--- config.mk ---
export PLATFORM = sky130hd
export DESIGN_NAME = uart_rx
export DESIGN_NICKNAME = d
export VERILOG_FILES = /design/src/rtl/uart_pkg.sv /design/src/rtl/uart_sync2.sv /design/src/rtl/uart_rx.sv
export SDC_FILE = /design/constraint.sdc
export NUM_CORES = 1
export LEC_CHECK = 0
export ABC_CLOCK_PERIOD_IN_PS = 2500
export CORE_MARGIN = 5
export CORE_UTILIZATION = 56
export DETAILED_ROUTE_END_ITERATION = 6
export GPL_ROUTABILITY_DRIVEN = 0
export PLACE_DENSITY = 0.78
export RECOVER_POWER = 50
export SKIP_CTS_REPAIR_TIMING = 1
export SLEW_MARGIN = 20
export SYNTH_ARGS = -nofsm -noshare
export SYNTH_HDL_FRONTEND = slang
export SYNTH_SLANG_ARGS = --single-unit
--- constraint.sdc ---
create_clock -name i_Clock -period 2.5 [get_ports i_Clock]
set_clock_uncertainty 0.2 [all_clocks]
set_input_delay 0.375 -clock i_Clock [delete_from_list [all_inputs] [get_ports i_Clock]]
set_output_delay 0.375 -clock i_Clock [all_outputs]
set_load 0.01 [all_outputs]
--- src/rtl/uart_pkg.sv ---
// Shared UART definitions: FSM state encodings (common to the transmitter and
// receiver) and the default bit-rate divider.
package uart_pkg;

  typedef logic [2:0] uart_state_t;

  // State encodings, fixed so the transmitter and receiver agree on them.
  localparam uart_state_t IDLE      = 3'd0;
  localparam uart_state_t START     = 3'd1;
  localparam uart_state_t DATA      = 3'd2;
  localparam uart_state_t STOP      = 3'd3;
  localparam uart_state_t CLEANUP   = 3'd4;
  localparam uart_state_t WAIT_IDLE = 3'd5;

  // Clocks per serial bit when the parent does not override it.
  localparam int unsigned CLKS_PER_BIT_DEFAULT = 217;

endpackage

--- src/rtl/uart_sync2.sv ---
// Two-flop synchroniser for a single asynchronous level. Both flops reset to
// RESET_VAL so an idle-high line does not look like a falling edge at reset.
module uart_sync2 #(
  parameter logic RESET_VAL = 1'b1
) (
  input  logic clk_i,
  input  logic rst_ni,
  input  logic d_i,
  output logic q_o
);

  logic meta_q;
  logic sync_q;

  // Shift the raw level through two flops to settle metastability.
  always_ff @(posedge clk_i or negedge rst_ni) begin
    if (!rst_ni) begin
      meta_q <= RESET_VAL;
      sync_q <= RESET_VAL;
    end else begin
      meta_q <= d_i;
      sync_q <= meta_q;
    end
  end

  assign q_o = sync_q;

endmodule

--- src/rtl/uart_rx.sv ---
// 8N1 UART receiver. Synchronises the line, qualifies the start bit at
// half a bit period, then samples each data bit and the stop bit one full
// bit period apart so every sample lands near mid-bit.
//
// Output handshake: o_RX_DV is a valid-only strobe with no ready. It is high
// for exactly one cycle while o_RX_Byte holds the new byte; the consumer has
// until the next good frame completes to take o_RX_Byte. o_RX_Frame_Err is a
// separate one-cycle strobe and never coincides with o_RX_DV.
module uart_rx
  import uart_pkg::*;
#(
  parameter int unsigned CLKS_PER_BIT = CLKS_PER_BIT_DEFAULT
) (
  input  logic       i_Clock,
  input  logic       i_Reset_n,
  input  logic       i_RX_Serial,
  output logic       o_RX_DV,
  output logic [7:0] o_RX_Byte,
  output logic       o_RX_Frame_Err,
  output logic       o_RX_Active,
  output logic [2:0] o_State
);

  localparam int unsigned HALF  = CLKS_PER_BIT / 2;
  localparam int unsigned CNT_W = $clog2(CLKS_PER_BIT);

  localparam logic [CNT_W-1:0] HALF_M1  = CNT_W'(HALF - 1);
  localparam logic [CNT_W-1:0] BIT_LAST = CNT_W'(CLKS_PER_BIT - 1);
  localparam logic [CNT_W-1:0] CNT_ONE  = CNT_W'(1);

  logic rx_s;

  uart_state_t      state_q,   state_d;
  logic [CNT_W-1:0] cnt_q,     cnt_d;
  logic [2:0]       bit_idx_q, bit_idx_d;
  logic [7:0]       shift_q,   shift_d;
  logic [7:0]       byte_q,    byte_d;
  logic             dv_q,      dv_d;
  logic             err_q,     err_d;
  logic             active_q,  active_d;

  uart_sync2 #(.RESET_VAL(1'b1)) u_sync (
    .clk_i  (i_Clock),
    .rst_ni (i_Reset_n),
    .d_i    (i_RX_Serial),
    .q_o    (rx_s)
  );

  // Next-state logic: the strobes default low so they last one cycle only.
  always_comb begin
    state_d   = state_q;
    cnt_d     = cnt_q;
    bit_idx_d = bit_idx_q;
    shift_d   = shift_q;
    byte_d    = byte_q;
    dv_d      = 1'b0;
    err_d     = 1'b0;
    active_d  = active_q;

    case (state_q)
      IDLE: begin
        cnt_d     = '0;
        bit_idx_d = '0;
        if (!rx_s) state_d = START;
      end

      START: begin
        if (cnt_q == HALF_M1) begin
          cnt_d = '0;
          if (!rx_s) begin
            state_d  = DATA;
            active_d = 1'b1;
          end else begin
            // Line went back high before mid start bit: treat as a glitch.
            state_d = IDLE;
          end
        end else begin
          cnt_d = cnt_q + CNT_ONE;
        end
      end

      DATA: begin
        if (cnt_q == BIT_LAST) begin
          cnt_d              = '0;
          shift_d[bit_idx_q] = rx_s;
          bit_idx_d          = bit_idx_q + 3'd1;
          if (bit_idx_q == 3'd7) state_d = STOP;
        end else begin
          cnt_d = cnt_q + CNT_ONE;
        end
      end

      STOP: begin
        if (cnt_q == BIT_LAST) begin
          cnt_d    = '0;
          active_d = 1'b0;
          if (rx_s) begin
            byte_d  = shift_q;
            dv_d    = 1'b1;
            state_d = CLEANUP;
          end else begin
            // Bad stop bit: keep the previous good byte and wait for idle so
            // a long break yields a single error.
            err_d   = 1'b1;
            state_d = WAIT_IDLE;
          end
        end else begin
          cnt_d = cnt_q + CNT_ONE;
        end
      end

      CLEANUP: begin
        state_d = IDLE;
      end

      WAIT_IDLE: begin
        if (rx_s) state_d = IDLE;
      end

      default: begin
        state_d = IDLE;
      end
    endcase
  end

  // State and datapath registers; reset aborts any frame in progress.
  always_ff @(posedge i_Clock or negedge i_Reset_n) begin
    if (!i_Reset_n) begin
      state_q   <= IDLE;
      cnt_q     <= '0;
      bit_idx_q <= '0;
      shift_q   <= '0;
      byte_q    <= '0;
      dv_q      <= 1'b0;
      err_q     <= 1'b0;
      active_q  <= 1'b0;
    end else begin
      state_q   <= state_d;
      cnt_q     <= cnt_d;
      bit_idx_q <= bit_idx_d;
      shift_q   <= shift_d;
      byte_q    <= byte_d;
      dv_q      <= dv_d;
      err_q     <= err_d;
      active_q  <= active_d;
    end
  end

  assign o_RX_DV        = dv_q;
  assign o_RX_Byte      = byte_q;
  assign o_RX_Frame_Err = err_q;
  assign o_RX_Active    = active_q;
  assign o_State        = state_q;

endmodule

==> results by group, run 1 <==
Outcome
  – Outcome: finished clean

Min path
  – Hold WC Path Type: reg2reg

Logic synthesis
  – Asr flop ratio synth: 100%
  – Sequential element share of the synthesized area: around 50%
  – Syn avg cell area: between 10 and 15 um^2
  – Synthesized flop and latch total: 35
  – Most area-consuming cells after synthesis: dfrtp_1, mux2_4, mux2_2
  – Dominant cell type by area after synthesis: dfrtp_1
  – Most numerous cell in the Yosys netlist: dfrtp_1
  – Top FF cell, synth: dfrtp_1
  – Synth Net Count: about 170
  – Share of the synthesized area in the top cell type: between 40% and 50%
  – Syn Inst Count: 164
  – Synthesized area: around 1800 um^2
  – Ys Warns: 0
  – Post-synth top cells: dfrtp_1, nand2_1, nor2_1, mux2_2
  – Number of flops mapped to enable cells by yosys: 0
  – Synth cell types: 45

Detailed routing
  – Vias: 1319
  – Drt pass-1 iters: 4
  – DRC viols: 0
  – Initial DRC count: 42
  – Per-cell routed wire length: ~15 um
  – Routed WL: 3410 um
  – Routed Antenna Nets: 0
  – Via density per instance: roughly 5.8

STA
  – Count of final hold-check violations: 0
  – Slew HR: between 40% and 50%
  – Slew Viols, Final: 0
  – F_max: between 400 and 500 MHz
  – Hold Slack: 0.162 ns
  – Final period util: roughly nine tenths
  – # setup viols final: 0
  – Fin crit period: roughly 2.3 ns
  – RSZ-0062 raised after global routing: no
  – Worst-margin pin slew: roughly 0.83 ns
  – Final setup TNS: 0 ns

Setup path
  – Setup crit start kind: register
  – CP Max Fanout: 9
  – Worst Setup Path Type: reg2reg
  – Slowest CP cell: or2_1
  – CP Cell Sequence: inv_1 > ha_1 > and3b_1 > nand4_1 > or2_1 > mux2_4
  – Endpoint type of the worst setup path: register
  – Arr. time, crit path: 2.28 ns
  – Crit path buf inv count: 1
  – Max incr delay on CP: 0.46 ns
  – CP required: 2.53 ns
  – Crit path max-delay family: simple AND/OR/NAND/NOR gates

Job
  – Max-Cap Viols: 0

CTS
  – TritonCTS clock tree: built
  – Clock Latency Late Sink: between 0.3 and 0.4 ns
  – CTS Buf Count: 5
  – Htree depth: 2
  – Clock root buffer: clkbuf_4
  – Worst-path clk slew: around 0.10 ns
  – Clock Path Buffers: 2
  – CTS sink count: 35

Global routing
  – Largest net degree at the start of global routing: 36
  – Most used routing layer: met2
  – Grt ovf: 0
  – Met3 Resource Use GR: under 10%
  – GRT Util Overall: 18.0%
  – Initial antenna violation count: 0
  – First-pass GRT wire length: around 5900 um
  – GR Util met1: 21.6%
  – Vias in the first global route: between 1k and 1.5k
  – Global-route met2 utilization: 30.2%

Power and ir drop
  – Net Sw Frac: 21.5%
  – Clock power share: 37.4%
  – Int Pwr: between 700 and 800 uW
  – Switch Pwr: slightly above 200 uW
  – Combinational Power Share: roughly 1.6%
  – Sequential Power Share: 61.0%
  – Overall power: around 940 uW
  – Power density over the cells: about 460 nW/um^2
  – Leak Pwr: about 0.00095 uW
  – Worst vdd ir: about 350 uV

Finish
  – Share of cells above drive strength 1: between 15 and 20%
  – Area grow syn2layout: 14.3%
  – Post-route cell area: 2030 um^2
  – Final net count: between 150 and 200
  – Diodes inserted: 0
  – Fill count: ~260

Floorplan
  – Chip width: roughly 66 um
  – Die area: roughly 4400 um^2
  – Core area: between 3000 and 4000 um^2
  – Die Ht: between 60 and 70 um
  – Num rows: 20
  – Starting Density: 58.2%
  – I/O pins: 17

Placed design
  – Area after DPL: about 2000 um^2
  – # port buffers: 16
  – DP HPWL: approximately 2500 um
cells in the final DEF, fill, tap and decap left out, types with 2 or more instances in the layout:
| master | n |
|---|---|
| ha_1 | 4 |
| dfrtp_1 | 33 |
| a21oi_1 | 2 |
| a22oi_1 | 2 |
| inv_1 | 7 |
| nand3b_1 | 3 |
| buf_4 | 2 |
| o22ai_1 | 4 |
| dlygate4sd3_1 | 5 |
| mux2_4 | 8 |
| nor3_1 | 7 |
| nor4_1 | 2 |
| or3_1 | 2 |
| o211ai_1 | 2 |
| nand3_1 | 8 |
| nor2_1 | 11 |
| clkbuf_4 | 5 |
| and3b_1 | 2 |
| clkbuf_8 | 2 |
| nor2b_1 | 3 |
| o21ai_0 | 5 |
| dfstp_2 | 2 |
| mux2_2 | 9 |
| a22o_1 | 5 |
| clkdlybuf4s50_1 | 11 |
| nand2_1 | 17 |
power groups by stage:
stage | sequential [uW] | combinational [uW] | clock [uW]
floorplan | 581 | 3.35 | 0
global placement | 583 | 16.8 | 0
detailed placement | 583 | 17.3 | 0
CTS | 572 | 17.2 | 361
global route | 573 | 18.4 | 400
finish | 572 | 15.1 | 351
final cells by class:
cell class                      count  area [um^2]  share of cell area, %
Sequential cell                    35          878                   43.2
Multi-Input combinational cell    115          820                   40.3
Timing Repair Buffer               19          180                   8.87
Clock buffer                        7         65.1                   3.20
Tap cell                           44         55.1                   2.71
Inverter                            7         26.3                   1.29
Clock inverter                      1         7.51                  0.369
flip-flops by register name, indices dropped and copies added, names as in the netlist:
name / count
o_RX_Frame_Err: 1
bit_idx_q: 3
cnt_q: 8
o_State: 3
u_sync.q_o: 1
shift_q: 8
o_RX_DV: 1
o_RX_Active: 1
o_RX_Byte: 8
u_sync.meta_q: 1
metal layers:
| layer | vias to the layer above | routed length (um) |
|---|---|---|
| met4 | 0 | 48 |
| met5 | - | 0 |
| met1 | 656 | 1460 |
| li1 | 627 | - |
| met3 | 6 | 147 |
| met2 | 30 | 1750 |
metrics by stage:
stage                     worst slack, ns  utilization [%]  cells
after floorplan                     0.540                -    164
after CTS                           0.286             67.1    228
after global placement              0.398             64.8    220
final                               0.250             66.6    228
after global routing                0.167             66.6    228
after detailed placement            0.298             64.8    220
final timing paths:
kind	startpoint	slack, ns	depth (start not counted)	end
max in group asynchronous	i_Reset_n	1.12	2	o_State[1]$_DFFE_PN0P_
min reg2reg	u_sync.meta_q$_DFF_PN1_	0.16	0	u_sync.q_o$_DFF_PN1_
min	u_sync.meta_q$_DFF_PN1_	0.16	0	u_sync.q_o$_DFF_PN1_
max	cnt_q[0]$_DFFE_PN0P_	0.25	6	o_RX_Byte[4]$_DFFE_PN0P_
max reg2reg	cnt_q[0]$_DFFE_PN0P_	0.25	6	o_RX_Byte[4]$_DFFE_PN0P_
min in group asynchronous	i_Reset_n	0.45	2	o_RX_Byte[5]$_DFFE_PN0P_
cell families (layout without fill, tap and decap cells):
group           after synthesis  after routing  share of synthesized area [%]
flops                        35             35                           49.4
mux                          18             18                           13.0
buf+inv                      14             34                           3.66
compound gates               27             27                           10.9
simple gates                 66             66                           20.2
fa+ha+maj                     4              4                           2.82
Note: power is estimated with default switching activity, not from simulation.
==> run 2: changes to the inputs <==
CAP_MARGIN = 20   (was unset)
==> results of run 2 <==
No change in the layout: final DEF, timing and power equal those of run 1.
